==> config.mk <==
export PLATFORM = sky130hd
export DESIGN_NAME = edge_pulse_bank_flat
export DESIGN_NICKNAME = d
export VERILOG_FILES = /design/src/rtl/edge_pulse_bank_if.sv /design/src/rtl/edge_pulse_bank.sv /design/src/flat_wrapper.sv
export SDC_FILE = /design/constraint.sdc
export NUM_CORES = 1
export LEC_CHECK = 0
export CAP_MARGIN = 5
export CELL_PAD_IN_SITES_DETAIL_PLACEMENT = 0
export CELL_PAD_IN_SITES_GLOBAL_PLACEMENT = 1
export CORE_MARGIN = 2
export CORE_UTILIZATION = 36
export DETAILED_ROUTE_END_ITERATION = 6
export PLACE_DENSITY_LB_ADDON = 0.3
export SYNTH_ARGS = -nofsm -noshare
export SYNTH_HDL_FRONTEND = slang
export SYNTH_SLANG_ARGS = --single-unit
export TNS_END_PERCENT = 50
==> constraint.sdc <==
create_clock -name clk -period 1.1 [get_ports clk]
set_input_delay 0.22 -clock clk [delete_from_list [all_inputs] [get_ports clk]]
set_output_delay 0.22 -clock clk [all_outputs]
set_load 0.01 [all_outputs]
==> src/rtl/edge_pulse_bank_if.sv <==
// Channel bus for edge_pulse_bank: raw inputs, per-channel mode/clear, and the
// debounced level, edge pulse and sticky flag outputs.
interface edge_pulse_bank_if #(
  parameter int unsigned N_CH = 4
);
  logic [N_CH-1:0]   in;
  logic [2*N_CH-1:0] mode;
  logic [N_CH-1:0]   clr;
  logic [N_CH-1:0]   pulse;
  logic [N_CH-1:0]   level;
  logic [N_CH-1:0]   event_flag;
  logic [N_CH-1:0]   overrun;

  modport master (
    output in, mode, clr,
    input  pulse, level, event_flag, overrun
  );

  modport slave (
    input  in, mode, clr,
    output pulse, level, event_flag, overrun
  );
endinterface

==> src/rtl/edge_pulse_bank.sv <==
// Multi-channel synchronizer + debouncer + edge-to-pulse converter with sticky
// event/overrun flags. Define EDGE_PULSE_AUTOREPEAT_EN to add held-key auto-repeat.
module edge_pulse_bank #(
  parameter int unsigned N_CH            = 4,
  parameter int unsigned SYNC_STAGES     = 2,
  parameter int unsigned DEBOUNCE_CYCLES = 16,
  parameter int unsigned REPEAT_DELAY    = 1000,
  parameter int unsigned REPEAT_PERIOD   = 250
) (
  input  logic                  clk,
  input  logic                  rstN,
  edge_pulse_bank_if.slave      bus
);

  localparam int unsigned DB_EFF = (DEBOUNCE_CYCLES > 1) ? DEBOUNCE_CYCLES : 1;
  localparam int unsigned CNT_W  = (DEBOUNCE_CYCLES > 0) ? $clog2(DEBOUNCE_CYCLES + 1) : 1;
  localparam logic [CNT_W-1:0] DB_TERM = CNT_W'(DB_EFF - 1);

  if (SYNC_STAGES < 2 || SYNC_STAGES > 4) begin : g_bad_sync
    $error("edge_pulse_bank: SYNC_STAGES must be 2..4");
  end
  if (REPEAT_DELAY == 0 || REPEAT_PERIOD == 0) begin : g_bad_rpt
    $error("edge_pulse_bank: REPEAT_DELAY and REPEAT_PERIOD must be nonzero");
  end

  logic [SYNC_STAGES-1:0] sync_q   [N_CH];
  logic [CNT_W-1:0]       db_cnt_q [N_CH];
  logic [CNT_W-1:0]       db_cnt_d [N_CH];
  logic [N_CH-1:0]        level_q, level_d;
  logic [N_CH-1:0]        edge_hit, rpt_hit, pulse_d, pulse_q;
  logic [N_CH-1:0]        flag_q, flag_d, ovr_q, ovr_d;
  logic [1:0]             ch_mode;
  logic                   s_cur;

  // Debounce on the synchronized level and qualify the resulting edge by mode
  always_comb begin : p_debounce
    level_d  = level_q;
    db_cnt_d = db_cnt_q;
    edge_hit = '0;
    ch_mode  = 2'b00;
    s_cur    = 1'b0;
    for (int i = 0; i < int'(N_CH); i++) begin
      s_cur   = sync_q[i][SYNC_STAGES-1];
      ch_mode = bus.mode[2*i +: 2];
      if (s_cur == level_q[i]) begin
        db_cnt_d[i] = '0;
      end else if (db_cnt_q[i] == DB_TERM) begin
        level_d[i]  = s_cur;
        db_cnt_d[i] = '0;
      end else begin
        db_cnt_d[i] = db_cnt_q[i] + CNT_W'(1);
      end
      if (level_d[i] != level_q[i]) begin
        case (ch_mode)
          2'b00:   edge_hit[i] = s_cur;
          2'b01:   edge_hit[i] = ~s_cur;
          2'b10:   edge_hit[i] = 1'b1;
          default: edge_hit[i] = 1'b0;
        endcase
      end
    end
  end

`ifdef EDGE_PULSE_AUTOREPEAT_EN
  localparam int unsigned RPT_MAX = (REPEAT_DELAY > REPEAT_PERIOD) ? REPEAT_DELAY : REPEAT_PERIOD;
  localparam int unsigned RPT_W   = $clog2(RPT_MAX + 1);

  logic [RPT_W-1:0] rpt_cnt_q [N_CH];
  logic [RPT_W-1:0] rpt_cnt_d [N_CH];
  logic [N_CH-1:0]  rpt_run_q, rpt_run_d;
  logic [RPT_W-1:0] rpt_target, rpt_next;

  // Held-high repeat: first interval is the delay, later ones the period.
  // Mode bit 0 clear means rise or both. No repeat fires on the falling edge.
  always_comb begin : p_repeat
    rpt_cnt_d  = rpt_cnt_q;
    rpt_run_d  = rpt_run_q;
    rpt_hit    = '0;
    rpt_target = '0;
    rpt_next   = '0;
    for (int i = 0; i < int'(N_CH); i++) begin
      rpt_target = rpt_run_q[i] ? RPT_W'(REPEAT_PERIOD) : RPT_W'(REPEAT_DELAY);
      rpt_next   = rpt_cnt_q[i] + RPT_W'(1);
      if (level_q[i] && !bus.mode[2*i]) begin
        if (rpt_next == rpt_target) begin
          rpt_hit[i]   = level_d[i];
          rpt_cnt_d[i] = '0;
          rpt_run_d[i] = 1'b1;
        end else begin
          rpt_cnt_d[i] = rpt_next;
        end
      end else begin
        rpt_cnt_d[i] = '0;
        rpt_run_d[i] = 1'b0;
      end
    end
  end

  always_ff @(posedge clk or negedge rstN) begin : p_repeat_q
    if (!rstN) begin
      for (int i = 0; i < int'(N_CH); i++) rpt_cnt_q[i] <= '0;
      rpt_run_q <= '0;
    end else begin
      rpt_cnt_q <= rpt_cnt_d;
      rpt_run_q <= rpt_run_d;
    end
  end
`else
  assign rpt_hit = '0;
`endif

  // Sticky flags: a pulse always sets the event flag; clr with a pulse drops overrun
  always_comb begin : p_flags
    pulse_d = edge_hit | rpt_hit;
    flag_d  = flag_q;
    ovr_d   = ovr_q;
    for (int i = 0; i < int'(N_CH); i++) begin
      if (pulse_d[i]) begin
        flag_d[i] = 1'b1;
        ovr_d[i]  = ~bus.clr[i] & (ovr_q[i] | flag_q[i]);
      end else if (bus.clr[i]) begin
        flag_d[i] = 1'b0;
        ovr_d[i]  = 1'b0;
      end
    end
  end

  always_ff @(posedge clk or negedge rstN) begin : p_state
    if (!rstN) begin
      for (int i = 0; i < int'(N_CH); i++) begin
        sync_q[i]   <= '0;
        db_cnt_q[i] <= '0;
      end
      level_q <= '0;
      pulse_q <= '0;
      flag_q  <= '0;
      ovr_q   <= '0;
    end else begin
      for (int i = 0; i < int'(N_CH); i++) begin
        sync_q[i] <= {sync_q[i][SYNC_STAGES-2:0], bus.in[i]};
      end
      db_cnt_q <= db_cnt_d;
      level_q  <= level_d;
      pulse_q  <= pulse_d;
      flag_q   <= flag_d;
      ovr_q    <= ovr_d;
    end
  end

  assign bus.pulse      = pulse_q;
  assign bus.level      = level_q;
  assign bus.event_flag = flag_q;
  assign bus.overrun    = ovr_q;

endmodule
==> src/flat_wrapper.sv <==
// flat-port wrapper written by rule: the top's interface ports become plain ports
module edge_pulse_bank_flat 
#(
  parameter int unsigned N_CH            = 4,
  parameter int unsigned SYNC_STAGES     = 2,
  parameter int unsigned DEBOUNCE_CYCLES = 16,
  parameter int unsigned REPEAT_DELAY    = 1000,
  parameter int unsigned REPEAT_PERIOD   = 250
)
  (clk, rstN, bus_in, bus_mode, bus_clr, bus_pulse, bus_level, bus_event_flag, bus_overrun);
  edge_pulse_bank_if #(.N_CH(N_CH)) bus_i ();
  input  logic clk;
  input  logic rstN;
  input wire logic [$bits(bus_i.in)-1:0] bus_in;
  input wire logic [$bits(bus_i.mode)-1:0] bus_mode;
  input wire logic [$bits(bus_i.clr)-1:0] bus_clr;
  output wire logic [$bits(bus_i.pulse)-1:0] bus_pulse;
  output wire logic [$bits(bus_i.level)-1:0] bus_level;
  output wire logic [$bits(bus_i.event_flag)-1:0] bus_event_flag;
  output wire logic [$bits(bus_i.overrun)-1:0] bus_overrun;
  assign bus_i.in = bus_in;
  assign bus_i.mode = bus_mode;
  assign bus_i.clr = bus_clr;
  assign bus_pulse = bus_i.pulse;
  assign bus_level = bus_i.level;
  assign bus_event_flag = bus_i.event_flag;
  assign bus_overrun = bus_i.overrun;
  edge_pulse_bank #(.N_CH(N_CH), .SYNC_STAGES(SYNC_STAGES), .DEBOUNCE_CYCLES(DEBOUNCE_CYCLES), .REPEAT_DELAY(REPEAT_DELAY), .REPEAT_PERIOD(REPEAT_PERIOD)) u_core (.clk(clk), .rstN(rstN), .bus(bus_i));
endmodule
== Word level (Yosys, flattened, before mapping) ==
Cells that the tools add are included.
Word-level totals
  logic and storage cells: 102
  input bits: 18
  output and inout bits: 16
  bits in registers: 44
Cells by class
  equality and inequality tests: 20
  bitwise gates (word level): 16
  $add $sub $neg: 4
  mux-type cells: 36
  reduce and logical (&&, ||, !) cells: 8
Operators by type and width (number)
  $mux W5: 8
  $mux W1: 24
  $add A5 B1 Y5 const B: 4
  $eq A5 B4 Y1 const B: 4
  $pmux W1 S3: 4
  $eq A2 B1 Y1 const B: 4
  $eq A2 B2 Y1 const B: 4
  $logic_not A2 Y1: 4
  $not A1 Y1: 8
  $reduce_bool A2 Y1: 4
  $and A1 B1 Y1: 4
  $eq A1 B1 Y1: 4
  $ne A1 B1 Y1: 4
  $or A1 B1 Y1: 4

== Depth between registers and ports, before layout ==
Gate-level depths: netlist (run 1).
  word-level depth: 6
  mapped depth: 4

== Worst setup path before layout (run 1) ==
Ideal clock, no wire load.
  kind: register to register
  from: reg u_core.db_cnt_q[15] in the netlist's numbering
  to: reg u_core.ovr_q[0], in the netlist u_core.bus.overrun[0]
  path slack: 17 ps
  buffers on the path: 0
  clock period less this slack: 1083 ps
  arrival: 987 ps
  setup time: 96 ps
  cell stages (with the launch flop): 4
  required time: 1004 ps
  path through: dfrtp_1 > ha_1 > nand4b_2 > o32ai_2
Between the ends
  longest elaborated chain between the ends: 6
Ends and longest elaborated chain
  from (decl): line edge_pulse_bank.sv:27  | logic [CNT_W-1:0] db_cnt_q [N_CH];
  from (signal assigned): line edge_pulse_bank.sv:142  | db_cnt_q <= db_cnt_d;
  $eq A5 B4 Y1 *: line edge_pulse_bank.sv:47  | end else if (db_cnt_q[i] == DB_TERM) begin
  $mux W1 *: line edge_pulse_bank.sv:47
  $mux W1 *: line edge_pulse_bank.sv:45  | if (s_cur == level_q[i]) begin
  $ne A1 B1 Y1 *: line edge_pulse_bank.sv:53  | if (level_d[i] != level_q[i]) begin
  $mux W1 *: line edge_pulse_bank.sv:53
  $mux W1 / $reduce_bool A2 Y1 (equally long branches)
  to (signal assigned): line edge_pulse_bank.sv:146  | ovr_q <= ovr_d;
  to (decl): line edge_pulse_bank.sv:31  | logic [N_CH-1:0] flag_q, flag_d, ovr_q, ovr_d;
Mark *: on every way between the ends. The rest lies on a longest branch, timed or not.
A chain may end at the register's enable or synchronous reset.

== Final worst setup path (run 1) ==
  from: reg u_core.level_q[0], in the netlist u_core.bus.level[0]
  to: reg u_core.pulse_q[0], in the netlist u_core.bus.pulse[0]
Between the ends
  longest elaborated chain between the ends: 4
Ends and longest elaborated chain
  from (decl): line edge_pulse_bank.sv:29  | logic [N_CH-1:0] level_q, level_d;
  from (signal assigned): line edge_pulse_bank.sv:143  | level_q <= level_d;
  $mux W1 / $eq A1 B1 Y1 (equally long branches): line edge_pulse_bank.sv:47, edge_pulse_bank.sv:45
  $mux W1: line edge_pulse_bank.sv:45
  $ne A1 B1 Y1 *: line edge_pulse_bank.sv:53
  $mux W1 *: line edge_pulse_bank.sv:53
  named net u_core.edge_hit[0]: line edge_pulse_bank.sv:30  | logic [N_CH-1:0] edge_hit, rpt_hit, pulse_d, pulse_q;
  to (signal assigned): line edge_pulse_bank.sv:144  | pulse_q <= pulse_d;
  to (decl): line edge_pulse_bank.sv:30
Mark *: on every way through the listed nets, which the timed path passes. The rest lies on a longest branch.

==> impl_metrics.json, run 1 <==
{
  "total_power_w": 0.00306,
  "htreeDepth": 2,
  "final_antenna_net_count": 0,
  "clk_path_buf_depth": 2,
  "ff_latch_area_mm2": 0.00110,
  "io_buffers": 33,
  "gp_congestion": 0.741,
  "hp-start": "bus_in[0]",
  "cp-end-kind": "flip-flop",
  "regToRegEndpoint": "u_core.bus.pulse[0]",
  "ys_dominant_reg_cell": "dfrtp_1",
  "syn_nets": 162,
  "cp.required_ns": 1.29,
  "leakage_nw": 1.38,
  "hold-path-endpoint": "u_core.sync_q[6]",
  "drv_cap": 0,
  "grt-ovfl-total": 0,
  "maxSlewHeadroom": 0.838,
  "area_growth_pct": 46.6,
  "post_drt_wl_per_cell_um": 13.6,
  "dpl_worst_slack_ns": -0.324,
  "ys_seq_area_frac": 0.629,
  "crit_type": "flip-flop to flip-flop",
  "power_density_mw_per_mm2": 1190,
  "syn_inst": 140,
  "drt_iter0_drc": 52,
  "num_vias": 1234,
  "regToRegSetupSlack_ns": -0.01,
  "yosysMostFrequentCell": "dfrtp_1",
  "syn_avg_cell_area_um2": 12.5,
  "dieArea_mm2": 0.00544,
  "holdPathStages": 1,
  "worst_hold_slack_ns": 0.356,
  "dp_hpwl_um": 2270,
  "r2r_cells": 4,
  "ys_top_cells_by_area": "dfrtp_1 (63%), xor2_1 (8.0%), o32ai_2 (3.7%), nand4b_2 (3.4%), a31oi_1 (2.9%)",
  "rsz0062_at_grt": "true",
  "die_w_um": 73.8,
  "ioPinCount": 34,
  "clk_latency_ns": 0.29,
  "cts_tree": "yes",
  "nets": 223,
  "clock.fmax_mhz": 899,
  "setup_ws_ns": -0.0125,
  "synth_edf_count": 0,
  "timing.rr.start": "u_core.bus.level[0]",
  "cts_sinks": 44,
  "ys_ff_latch": 44,
  "start_util": 0.373,
  "core_mm2": 0.00469,
  "fin_skew_ns": 0.00482,
  "root_buffer": "clkbuf_8",
  "drt_pre_antenna_iters": 4,
  "drt_wl_total_um": 3490,
  "violations": "negative setup slack",
  "setup_viol": 2,
  "grt_pass1_vias": 1217,
  "outcome": "finished, violations left",
  "antenna_cells": 0,
  "drc": 0,
  "peakVddDrop_uv": 661,
  "critPathMaxFanout": 3,
  "synth_top_area_share": 0.629,
  "fin_crit_ns": 1.11,
  "drv_slew": 0,
  "synth_common_cells": "dfrtp_1 (44), xor2_1 (16), nand2_1 (12), nor2_1 (12)",
  "synth_area_leader_cell": "dfrtp_1",
  "hold_viol_final": 0,
  "start_kind": "flip-flop",
  "drive_gt1_frac": 0.361,
  "final.fill_count": 392,
  "multiInputGateArea_um2": 838,
  "cts_buffers": 5,
  "track_usage": 0.138,
  "fp-row-count": 25,
  "yosysUniqueCellTypes": 15,
  "min_path_type": "input port to flip-flop",
  "die_h_um": 73.8,
  "clkTransAtPathRegs_ns": 0.08,
  "final.period_utilization": 1.01,
  "antenna_found_initial": 0,
  "cp_data_arrival_time_ns": 1.30,
  "grt_pass1_wl_um": 5660,
  "vias_per_cell": 4.82,
  "grt_max_degree": 45,
  "synthArstFlopShare": 1.00,
  "synth_warnings": 0,
  "syn-cell-area_mm2": 0.00175,
  "worst_pin_slew_ns": 0.242
}
-- state kept, by name (all words and copies together), names as in the netlist --
register and count:
u_core.db_cnt_q 20, u_core.sync_q 7, u_core.bus.event_flag 4, u_core.bus.level 4
u_core.bus.overrun 4, u_core.bus.pulse 4, u_core.s_cur 1
-- layout by cell type (no fill, tap or decap), drive strengths merged --
| master | netlist | final |
|---|---|---|
| dfrtp | 44 | 44 |
| buf | 0 | 37 |
| xor2 | 16 | 16 |
| nor2 | 12 | 12 |
| nand2 | 12 | 12 |
| clkdlybuf4s50 | 0 | 11 |
| inv | 8 | 8 |
| clkbuf | 0 | 8 |
| o21ai | 8 | 8 |
| a31oi | 8 | 8 |
| nand4b | 4 | 4 |
| nand3 | 4 | 4 |
| and2 | 4 | 4 |
| nor3b | 4 | 4 |
| nand2b | 4 | 4 |
| o32ai | 4 | 4 |
| ha | 4 | 4 |
| dlymetal6s2s | 0 | 4 |
| and3 | 4 | 4 |
| dlygate4sd3 | 0 | 1 |
| dlygate4sd2 | 0 | 1 |
-- how the worst max path moves through the flow --
stage / cells after the start / slack (ns) / end / from
final: 4 / -0.01 / u_core.bus.pulse[0] / u_core.bus.level[0]
after global routing: 4 / -0.07 / u_core.bus.pulse[0] / u_core.bus.level[0]
after CTS: 4 / -0.03 / u_core.db_cnt_q[4] / u_core.bus.level[3]
after detailed placement: 4 / -0.32 / u_core.bus.event_flag[3] / bus_mode[6]
after global placement: 4 / -0.28 / u_core.bus.event_flag[3] / bus_mode[6]
after floorplan: 3 / 0.02 / u_core.bus.overrun[0] / u_core.db_cnt_q[15]
-- layout make-up --
cell class,instances,area share
Multi-Input combinational cell,88,0.326
Sequential cell,44,0.430
Timing Repair Buffer,54,0.170
Clock buffer,8,0.0351
Tap cell,54,0.0263
Inverter,8,0.0117
-- kinds of logic after synthesis --
group	synth area share
flops	0.629
compound gates	0.0886
simple gates	0.157
fa+ha+maj	0.0286
buf+inv	0.0171
xor+xnor	0.0800
-- power breakdown --
group / switching [W] / internal (W) / total [W]
clock: 0.000516 / 0.000512 / 0.00103
combinational: 0.000130 / 0.000173 / 0.000303
sequential: 0.0000587 / 0.00167 / 0.00173
total: 0.000705 / 0.00235 / 0.00306
-- what timing repair did --
item	4_1_cts	5_1_grt
endpoints found under the setup margin	37	27
pin swaps	5	10
resized for setup	80	29
setup buffers	5	3
endpoints found under the hold margin	44	0
hold buffers	1	0
-- critical path, cell delays in order, from the launching register on --
cell	delay [ns]
dfrtp_1	0.41
buf_4	0.16
a31oi_2	0.25
buf_4	0.15
nor2_1	0.03
-- stage by stage --
stage | setup TNS [ns] | instance area [µm²] | instances | util
6_report | -0.0145 | 2570 | 256 | 0.547
5_1_grt | -0.631 | 2570 | 256 | 0.547
4_1_cts | -0.0713 | 2390 | 253 | 0.510
3_5_place_dp | -3.61 | 2250 | 239 | 0.479
3_3_place_gp | -2.94 | 2250 | 239 | 0.479
2_1_floorplan | 0 | 1750 | 140 | -
-- routing by layer --
layer / share of wire / vias to the layer above / track usage
met5: 0 / - / 0
met4: 0.017 / 0 / 0.0586
met3: 0.040 / 7 / 0.0453
met2: 0.51 / 22 / 0.222
met1: 0.43 / 604 / 0.169
li1: - / 601 / -
Power figures use the tool's default switching activity.
==> run 2, diff against run 1 <==
Settings changed: ABC_CLOCK_PERIOD_IN_PS from default to 1100.
==> results of run 2 <==
The final DEF is identical to that of run 1; final timing and power are the same.
==> run 3, diff against run 2 <==
Settings changed: ABC_CLOCK_PERIOD_IN_PS 1100 to default, CAP_MARGIN 5 to default.
==> results of run 3 <==
The final DEF is identical to that of run 1; final timing and power are the same.
